### src/rtl/fpu_arbiter.sv
// Round-robin arbiter sharing one combinational fpu between NUM_REQ requesters.
// Each requester uses a valid/ready handshake. A grant latches that requester's
// operands, the fpu evaluates them for one cycle, and the result is returned
// on a single backpressured response channel tagged with the requester index.

// Combinational single-precision style fpu.
// Opcodes: 000 add, 001 sub, 010 mul, 011 min, 100 max, 101 abs, 110 neg,
// 111 unsupported (returns 0).
// Arithmetic rounds to nearest-even on the retained guard bits.
// Subnormal operands are flushed to zero. Underflow flushes to a signed zero
// and overflow saturates to infinity. Any inf/NaN operand to add, sub or mul
// yields the canonical quiet NaN. Min and max compare sign-magnitude values.
module fpu #(
    parameter int WIDTH = 32
) (
    input  logic [WIDTH-1:0] a,
    input  logic [WIDTH-1:0] b,
    input  logic [2:0]       op,
    output logic [WIDTH-1:0] y
);
    localparam int EW   = 8;
    localparam int MW   = WIDTH - 1 - EW;
    localparam int BIAS = (1 << (EW - 1)) - 1;
    localparam int EMAX = (1 << EW) - 1;
    localparam int XW   = MW + 5;   // carry + hidden + fraction + 3 guard bits

    logic          sa, sb, sb_eff;
    logic [EW-1:0] ea, eb;
    logic          a_zero, b_zero, a_special, b_special;
    logic [MW:0]   ma, mb;
    logic [WIDTH-2:0] a_mag, b_mag;
    logic [WIDTH-1:0] qnan;

    assign sa        = a[WIDTH-1];
    assign sb        = b[WIDTH-1];
    assign ea        = a[WIDTH-2:MW];
    assign eb        = b[WIDTH-2:MW];
    assign a_mag     = a[WIDTH-2:0];
    assign b_mag     = b[WIDTH-2:0];
    assign a_zero    = (ea == '0);
    assign b_zero    = (eb == '0);
    assign a_special = (ea == EW'(EMAX));
    assign b_special = (eb == EW'(EMAX));
    assign ma        = a_zero ? '0 : {1'b1, a[MW-1:0]};
    assign mb        = b_zero ? '0 : {1'b1, b[MW-1:0]};
    assign sb_eff    = sb ^ (op == 3'b001);
    assign qnan      = {1'b0, {EW{1'b1}}, 1'b1, {(MW-1){1'b0}}};

    // Range-check a rounded {exponent, fraction} pair and pack the result.
    function automatic logic [WIDTH-1:0] pack_result(
        input logic            sign,
        input logic            nonzero,
        input logic [EW+MW+1:0] ext
    );
        logic [EW+1:0] e;
        e = ext[EW+MW+1:MW];
        if (!nonzero || e[EW+1] || (e == '0))
            return {sign, {(WIDTH-1){1'b0}}};
        if (e >= (EW+2)'(EMAX))
            return {sign, {EW{1'b1}}, {MW{1'b0}}};
        return {sign, e[EW-1:0], ext[MW-1:0]};
    endfunction

    // ---------------- add / sub ----------------
    logic          swap, big_s, eff_sub;
    logic [EW-1:0] big_e, sml_e, exp_diff;
    logic [MW:0]   big_m, sml_m;
    logic [XW-1:0] big_x, sml_x, sum;
    logic [5:0]    lz;
    logic [XW-2:0] norm;
    logic [EW+1:0] add_e;
    logic          add_round;
    logic [EW+MW+1:0] add_ext;
    logic [WIDTH-1:0] add_res;

    // Align the smaller operand, add or subtract magnitudes, renormalise and round.
    always_comb begin
        swap     = (b_mag > a_mag);
        big_s    = swap ? sb_eff : sa;
        big_e    = swap ? eb : ea;
        sml_e    = swap ? ea : eb;
        big_m    = swap ? mb : ma;
        sml_m    = swap ? ma : mb;
        eff_sub  = sa ^ sb_eff;
        exp_diff = big_e - sml_e;
        big_x    = {1'b0, big_m, 3'b000};
        sml_x    = {1'b0, sml_m, 3'b000} >> exp_diff;
        sum      = eff_sub ? (big_x - sml_x) : (big_x + sml_x);
        lz       = '0;
        for (int i = 0; i < XW - 1; i++) begin
            if (sum[i]) lz = 6'(XW - 2 - i);
        end
        add_e = {2'b00, big_e};
        if (sum[XW-1]) begin
            norm  = {sum[XW-1:2], sum[1] | sum[0]};
            add_e = add_e + 1'b1;
        end else begin
            norm  = sum[XW-2:0] << lz;
            add_e = add_e - {{(EW-4){1'b0}}, lz};
        end
        add_round = norm[2] & (norm[1] | norm[0] | norm[3]);
        add_ext   = {add_e, norm[XW-3:3]} + (EW+MW+2)'(add_round);
        // An exact cancellation gives +0; only -0 + -0 keeps the negative sign.
        if (!norm[XW-2])
            add_res = pack_result(sa & sb_eff, 1'b0, add_ext);
        else
            add_res = pack_result(big_s, 1'b1, add_ext);
    end

    // ---------------- mul ----------------
    logic [2*MW+1:0] prod, prod_n;
    logic [EW+1:0]   mul_e;
    logic            mul_round;
    logic [EW+MW+1:0] mul_ext;
    logic [WIDTH-1:0] mul_res;

    // Multiply significands, normalise by at most one bit, round and repack.
    always_comb begin
        prod  = {{(MW+1){1'b0}}, ma} * {{(MW+1){1'b0}}, mb};
        mul_e = {2'b00, ea} + {2'b00, eb} - (EW+2)'(BIAS);
        if (prod[2*MW+1]) begin
            prod_n = prod;
            mul_e  = mul_e + 1'b1;
        end else begin
            prod_n = prod << 1;
        end
        mul_round = prod_n[MW] & ((|prod_n[MW-1:0]) | prod_n[MW+1]);
        mul_ext   = {mul_e, prod_n[2*MW:MW+1]} + (EW+MW+2)'(mul_round);
        mul_res   = pack_result(sa ^ sb, prod_n[2*MW+1], mul_ext);
    end

    // ---------------- compare + result select ----------------
    logic a_lt_b;

    // Pick the result for the requested opcode.
    always_comb begin
        if (sa != sb)
            a_lt_b = sa;
        else if (!sa)
            a_lt_b = (a_mag < b_mag);
        else
            a_lt_b = (a_mag > b_mag);

        y = '0;
        case (op)
            3'b000, 3'b001: y = (a_special | b_special) ? qnan : add_res;
            3'b010:         y = (a_special | b_special) ? qnan : mul_res;
            3'b011:         y = a_lt_b ? a : b;
            3'b100:         y = a_lt_b ? b : a;
            3'b101:         y = {1'b0, a_mag};
            3'b110:         y = {~sa, a_mag};
            default:        y = '0;
        endcase
    end
endmodule

module fpu_arbiter #(
    parameter  int NUM_REQ = 4,
    parameter  int WIDTH   = 32,
    localparam int ID_W    = $clog2(NUM_REQ)
) (
    input  logic                     clk,
    input  logic                     rst_n,
    input  logic [NUM_REQ-1:0]       req_valid,
    output logic [NUM_REQ-1:0]       req_ready,
    input  logic [NUM_REQ*WIDTH-1:0] req_a,
    input  logic [NUM_REQ*WIDTH-1:0] req_b,
    input  logic [NUM_REQ*3-1:0]     req_op,
    output logic                     rsp_valid,
    input  logic                     rsp_ready,
    output logic [ID_W-1:0]          rsp_id,
    output logic [WIDTH-1:0]         rsp_data,
    output logic                     rsp_err,
    output logic                     busy,
    output logic [15:0]              op_count
);
    typedef enum logic [1:0] {
        IDLE = 2'd0,
        EXEC = 2'd1,
        RESP = 2'd2
    } state_t;

    state_t state_reg, state_next;

    logic [ID_W-1:0]  rr_ptr_reg;
    logic [WIDTH-1:0] opa_reg, opb_reg;
    logic [2:0]       opc_reg;
    logic [ID_W-1:0]  id_reg;
    logic             rsp_valid_reg;
    logic [ID_W-1:0]  rsp_id_reg;
    logic [WIDTH-1:0] rsp_data_reg;
    logic             rsp_err_reg;
    logic [15:0]      op_count_reg;

    logic             grant_any, grant_allowed, grant_fire;
    logic [ID_W-1:0]  grant_idx;
    logic [WIDTH-1:0] fpu_y;

    logic [WIDTH-1:0] a_arr  [NUM_REQ];
    logic [WIDTH-1:0] b_arr  [NUM_REQ];
    logic [2:0]       op_arr [NUM_REQ];

    // Unpack the flat request buses and drive the one-hot ready vector.
    for (genvar gi = 0; gi < NUM_REQ; gi++) begin : g_req
        assign a_arr[gi]     = req_a[gi*WIDTH +: WIDTH];
        assign b_arr[gi]     = req_b[gi*WIDTH +: WIDTH];
        assign op_arr[gi]    = req_op[gi*3 +: 3];
        assign req_ready[gi] = grant_fire && (grant_idx == ID_W'(gi));
    end

    // Round-robin search: the first valid requester after rr_ptr wins.
    // Walking the offsets downwards lets the nearest one overwrite the rest.
    always_comb begin
        grant_any = 1'b0;
        grant_idx = '0;
        for (int k = NUM_REQ; k >= 1; k--) begin
            if (req_valid[(int'(rr_ptr_reg) + k) % NUM_REQ]) begin
                grant_any = 1'b1;
                grant_idx = ID_W'((int'(rr_ptr_reg) + k) % NUM_REQ);
            end
        end
    end

    // State register.
    always_ff @(posedge clk or negedge rst_n) begin
        if (!rst_n) state_reg <= IDLE;
        else        state_reg <= state_next;
    end

    // Next state and grant permission; a new grant may overlap a response accept.
    always_comb begin
        state_next    = state_reg;
        grant_allowed = 1'b0;
        case (state_reg)
            IDLE: begin
                grant_allowed = 1'b1;
                if (grant_any) state_next = EXEC;
            end
            EXEC: state_next = RESP;
            RESP: begin
                if (rsp_ready) begin
                    grant_allowed = 1'b1;
                    state_next    = grant_any ? EXEC : IDLE;
                end
            end
            default: state_next = IDLE;
        endcase
    end

    assign grant_fire = grant_allowed & grant_any;

    // Latch the granted requester's operands and advance the round-robin pointer.
    always_ff @(posedge clk or negedge rst_n) begin
        if (!rst_n) begin
            rr_ptr_reg <= ID_W'(NUM_REQ - 1);
            opa_reg    <= '0;
            opb_reg    <= '0;
            opc_reg    <= '0;
            id_reg     <= '0;
        end else if (grant_fire) begin
            rr_ptr_reg <= grant_idx;
            opa_reg    <= a_arr[grant_idx];
            opb_reg    <= b_arr[grant_idx];
            opc_reg    <= op_arr[grant_idx];
            id_reg     <= grant_idx;
        end
    end

    // The shared fpu only ever sees the operand registers.
    fpu #(
        .WIDTH (WIDTH)
    ) u_fpu (
        .a  (opa_reg),
        .b  (opb_reg),
        .op (opc_reg),
        .y  (fpu_y)
    );

    // Capture the fpu result in EXEC and hold it until the response is accepted.
    always_ff @(posedge clk or negedge rst_n) begin
        if (!rst_n) begin
            rsp_valid_reg <= 1'b0;
            rsp_id_reg    <= '0;
            rsp_data_reg  <= '0;
            rsp_err_reg   <= 1'b0;
        end else if (state_reg == EXEC) begin
            rsp_valid_reg <= 1'b1;
            rsp_id_reg    <= id_reg;
            rsp_data_reg  <= fpu_y;
            rsp_err_reg   <= (opc_reg == 3'b111);
        end else if ((state_reg == RESP) && rsp_ready) begin
            rsp_valid_reg <= 1'b0;
        end
    end

    // Count accepted responses; wraps naturally at 16 bits.
    always_ff @(posedge clk or negedge rst_n) begin
        if (!rst_n)
            op_count_reg <= '0;
        else if ((state_reg == RESP) && rsp_ready)
            op_count_reg <= op_count_reg + 16'd1;
    end

    assign rsp_valid = rsp_valid_reg;
    assign rsp_id    = rsp_id_reg;
    assign rsp_data  = rsp_data_reg;
    assign rsp_err   = rsp_err_reg;
    assign busy      = (state_reg != IDLE);
    assign op_count  = op_count_reg;
endmodule
### config.mk
export PLATFORM = sky130hd
export DESIGN_NAME = fpu_arbiter
export DESIGN_NICKNAME = d
export VERILOG_FILES = /design/src/rtl/fpu_arbiter.sv
export SDC_FILE = /design/constraint.sdc
export NUM_CORES = 2
export LEC_CHECK = 0
export ABC_CLOCK_PERIOD_IN_PS = 18810
export CAP_MARGIN = 20
export CORE_AREA = 2 2 280 489
export DETAILED_ROUTE_END_ITERATION = 16
export DIE_AREA = 0 0 282 491
export GPL_ROUTABILITY_DRIVEN = 0
export HOLD_SLACK_MARGIN = 0.06
export PLACE_DENSITY_LB_ADDON = 0.3
export SYNTH_ARGS = -nofsm -noshare
export SYNTH_HDL_FRONTEND = slang
export SYNTH_SLANG_ARGS = --single-unit
export TNS_END_PERCENT = 5
### constraint.sdc
create_clock -name clk -period 18.81 [get_ports clk]
set_clock_uncertainty 0.15 [all_clocks]
set_input_delay 5.643 -clock clk [delete_from_list [all_inputs] [get_ports clk]]
set_output_delay 5.643 -clock clk [all_outputs]
set_load 0.03 [all_outputs]
==> run summary <==
After global routing, the most crowded layer is met2. Tracing the worst setup path back leads to its startpoint at opa_reg[12]. The pin slew with the least headroom to its limit is 1.351 ns. The run finished with clean final reports. Setup repair after global routing left no endpoint under its margin. Counting distinct cell types in the post-synthesis netlist gives 125. Once the clock tree was built, the resizer swapped 0 gates to a different size. The run gives 0.09925 as the worst slew slack as a fraction of its limit. The share of the clock period used by the worst path works out to 0.8578. The cell with the largest stage delay on the worst path is a41oi_1. Counting the fill cells in the layout gives 14350. The count of final setup violators was 0. The type of the tightest min-delay check is reg -> reg.

Port buffering added 331 buffers. The tools report the number of instances in the synthesized netlist as 5471. The worst setup path is captured at a register.

The half-perimeter wire length after detailed placement is 141.8 mm, and the chip width is 282 µm. Across all hold checks on the routed design, the worst slack comes to 0.3297 ns. CTS built an H-tree with a depth of 4. Summed over all instances, the cell type with the most area after synthesis is fa_1.

Buffers added to address setup during post-CTS repair amount to 0. Ranked by total cell area, the synthesized netlist is headed by fa_1 24%, nand2_1 9.9%, ha_1 8.6%. The worst register-to-register path begins at opa_reg[12]. At the worst endpoint, the required time is 19.10 ns. The sequential cells in the finished layout cover a total of 3132 µm². The routed length per placed instance was 24.80 µm. The first global-routing pass estimated 269.3 mm of wire. The met1 track demand over resource is 0.2744, and the count of max-cap constraint violations is 0.

The first detailed-routing pass took 9 iterations. For the total wire length after detailed routing, the log shows 183.1 mm. The core outline area is 134300 µm², and the number of warnings reported in the yosys synthesis log is 0. Derived from the worst setup path, the maximum achievable clock frequency is 61.98 MHz. Sequential cell area fraction in the yosys report: 0.07797.

The multi-input logic area was 33250 µm²; the die area was 138500 µm². Detailed routing inserted a total of 42060 vias. The first-iteration detailed-routing DRC count is 4098, and the shortest period the worst path allows is 16.14 ns. In the final timing run, aggregate negative setup slack is 0 ns.

Counting flops with a built-in enable in the synthesized netlist gives 0. The tools report the initial cell density of the core as 0.2990. In this run the count of I/O pins placed on the die edge is 332. The logs give 0 for the max-slew violation total from the final report and 0 for the number of hold violations in the final report. The number of antenna violations at the first check in global routing is 10, and the total global-route track usage is 0.2631. Synthesized area per cell: 7.339 µm². The most frequently used cell type in the post-synthesis netlist is nand2_1. Startpoint kind of the worst setup timing path: a register. Placement row count: 178. The clock passes through at most 2 buffers. Count of cells along the worst register-to-register path: 53. The root cell of the clock tree is clkbuf_16.

The met3 usage was 0.04736; the share of synthesized flip-flops with an asynchronous set or reset was 1.000. The net count of the finished layout is 6603. The hold path depth was 1. Entering global routing, the biggest net connects 141 pins.

Buffers inserted during clock tree synthesis total 17. In this run the vertical extent of the chip is 491 µm. Counting flops and latches in the post-synthesis netlist gives 125.

Met2 global-route usage: 0.4482. The path type of the worst setup path is reg -> reg. The clock drives 125 sinks. The total overflow left after global routing is 0. Among all flip-flop cells after synthesis, the most frequent one is dfrtp_1. The tools report the startpoint of the lowest-slack hold path as op_count[15]. The fraction of post-synthesis cell area in the top cell type by area is 0.2418, and the data arrival at the endpoint of the critical path is 16.42 ns. The area added between synthesis and finish is 14.01%. TritonCTS built the clock tree. The mapped netlist covers 40150 µm². The clock-pin slew on the worst setup and hold paths works out to 0.08 ns.

After detailed routing, the number of vias per cell comes to 5.696. The number of nets in the synthesized netlist is 6508. The tools report the antenna violation net count after detailed routing as 0. In the synthesized netlist, the cells that appear most often are 1055 x nand2_1, 625 x inv_1, 485 x fa_1, 367 x nor2_1, 312 x o21ai_0.

For the worst-skew pair, the clock arrives at the later sink with an insertion delay of 0.52 ns. After clock tree synthesis, the flow added hold-fix buffers numbering 0. Highest cell delay on the worst timing path: 0.85 ns.

The number of global-route vias before repair came out at 42350. The largest fanout on the critical path works out to 41. The ratio of cells with drive above 1 in the final layout was 0.05126. The residual DRC count was 0.
==> cell type report <==
class,count,share of cell area
antenna,5,0.0002733
timing repair buffer,439,0.09082
sequential,125,0.06841
inverter,632,0.05190
multi-input combinational,4351,0.7263
clock inverter,15,0.003826
tap,1800,0.04920
clock buffer,17,0.009293
==> worst paths after layout <==
check | endpoint | slack, ns
max | rsp_data[12] | 2.67
min | op_count[15] | 0.33
max reg2reg | rsp_data[12] | 2.67
min reg2reg | op_count[15] | 0.33
max in group asynchronous | rsp_err | 12.09
min in group asynchronous | op_count[8] | 4.97
==> per-layer routing <==
layer	routed length [µm]	part of all wire
met2	88380	0.48
met5	0	0
met3	13290	0.073
met1	62310	0.34
met4	19150	0.10
==> critical path: cells and delay by family (launching register included) <==
| kind | cells | cell delay (ns) |
|---|---|---|
| AO/OA/AOI/OAI | 25 | 7.20 |
| AND/OR/NAND/NOR | 16 | 3.86 |
| buffers and inverters | 6 | 2.20 |
| adder cells (fa/ha/maj) | 4 | 1.49 |
| multiplexers | 2 | 0.70 |
| flip-flops | 1 | 0.36 |
==> metrics by stage <==
step	instances	util	setup slack, ns	area (µm²)
2_1_floorplan	5471	-	5.631	40150
3_3_place_gp	7338	0.3357	3.354	45090
3_5_place_dp	7338	0.3357	3.198	45090
4_1_cts	7370	0.3402	3.132	45690
5_1_grt	7380	0.3408	1.623	45770
6_report	7384	0.3409	2.675	45780
==> logic make-up (layout without fill, tap and decap cells) <==
| family | Yosys count | after routing | synth area share |
|---|---|---|---|
| AND/OR/NAND/NOR | 2231 | 2231 | 0.2566 |
| adder cells (fa/ha/maj) | 762 | 762 | 0.3281 |
| multiplexers | 73 | 73 | 0.02184 |
| XOR/XNOR | 151 | 151 | 0.03294 |
| AO/OA/AOI/OAI | 1134 | 1134 | 0.1866 |
| buffers and inverters | 995 | 1103 | 0.09586 |
| other | 0 | 5 | 0 |
| flip-flops | 125 | 125 | 0.07797 |
==> cell usage in the layout, fill, tap and decap left out, types with 122 or more instances in the layout <==
| master | netlist | routed |
|---|---|---|
| and2_1 | 145 | 144 |
| ha_1 | 277 | 276 |
| inv_1 | 625 | 624 |
| a21oi_1 | 261 | 260 |
| nand3_1 | 203 | 203 |
| clkdlybuf4s50_1 | 0 | 330 |
| o21ai_0 | 312 | 312 |
| nor2_1 | 367 | 366 |
| nand2_1 | 1055 | 1054 |
| fa_1 | 485 | 485 |
| dfrtp_1 | 123 | 122 |
Power is not shown: default switching activity piles up to over one toggle a cycle in this logic, so the estimate is an artifact.
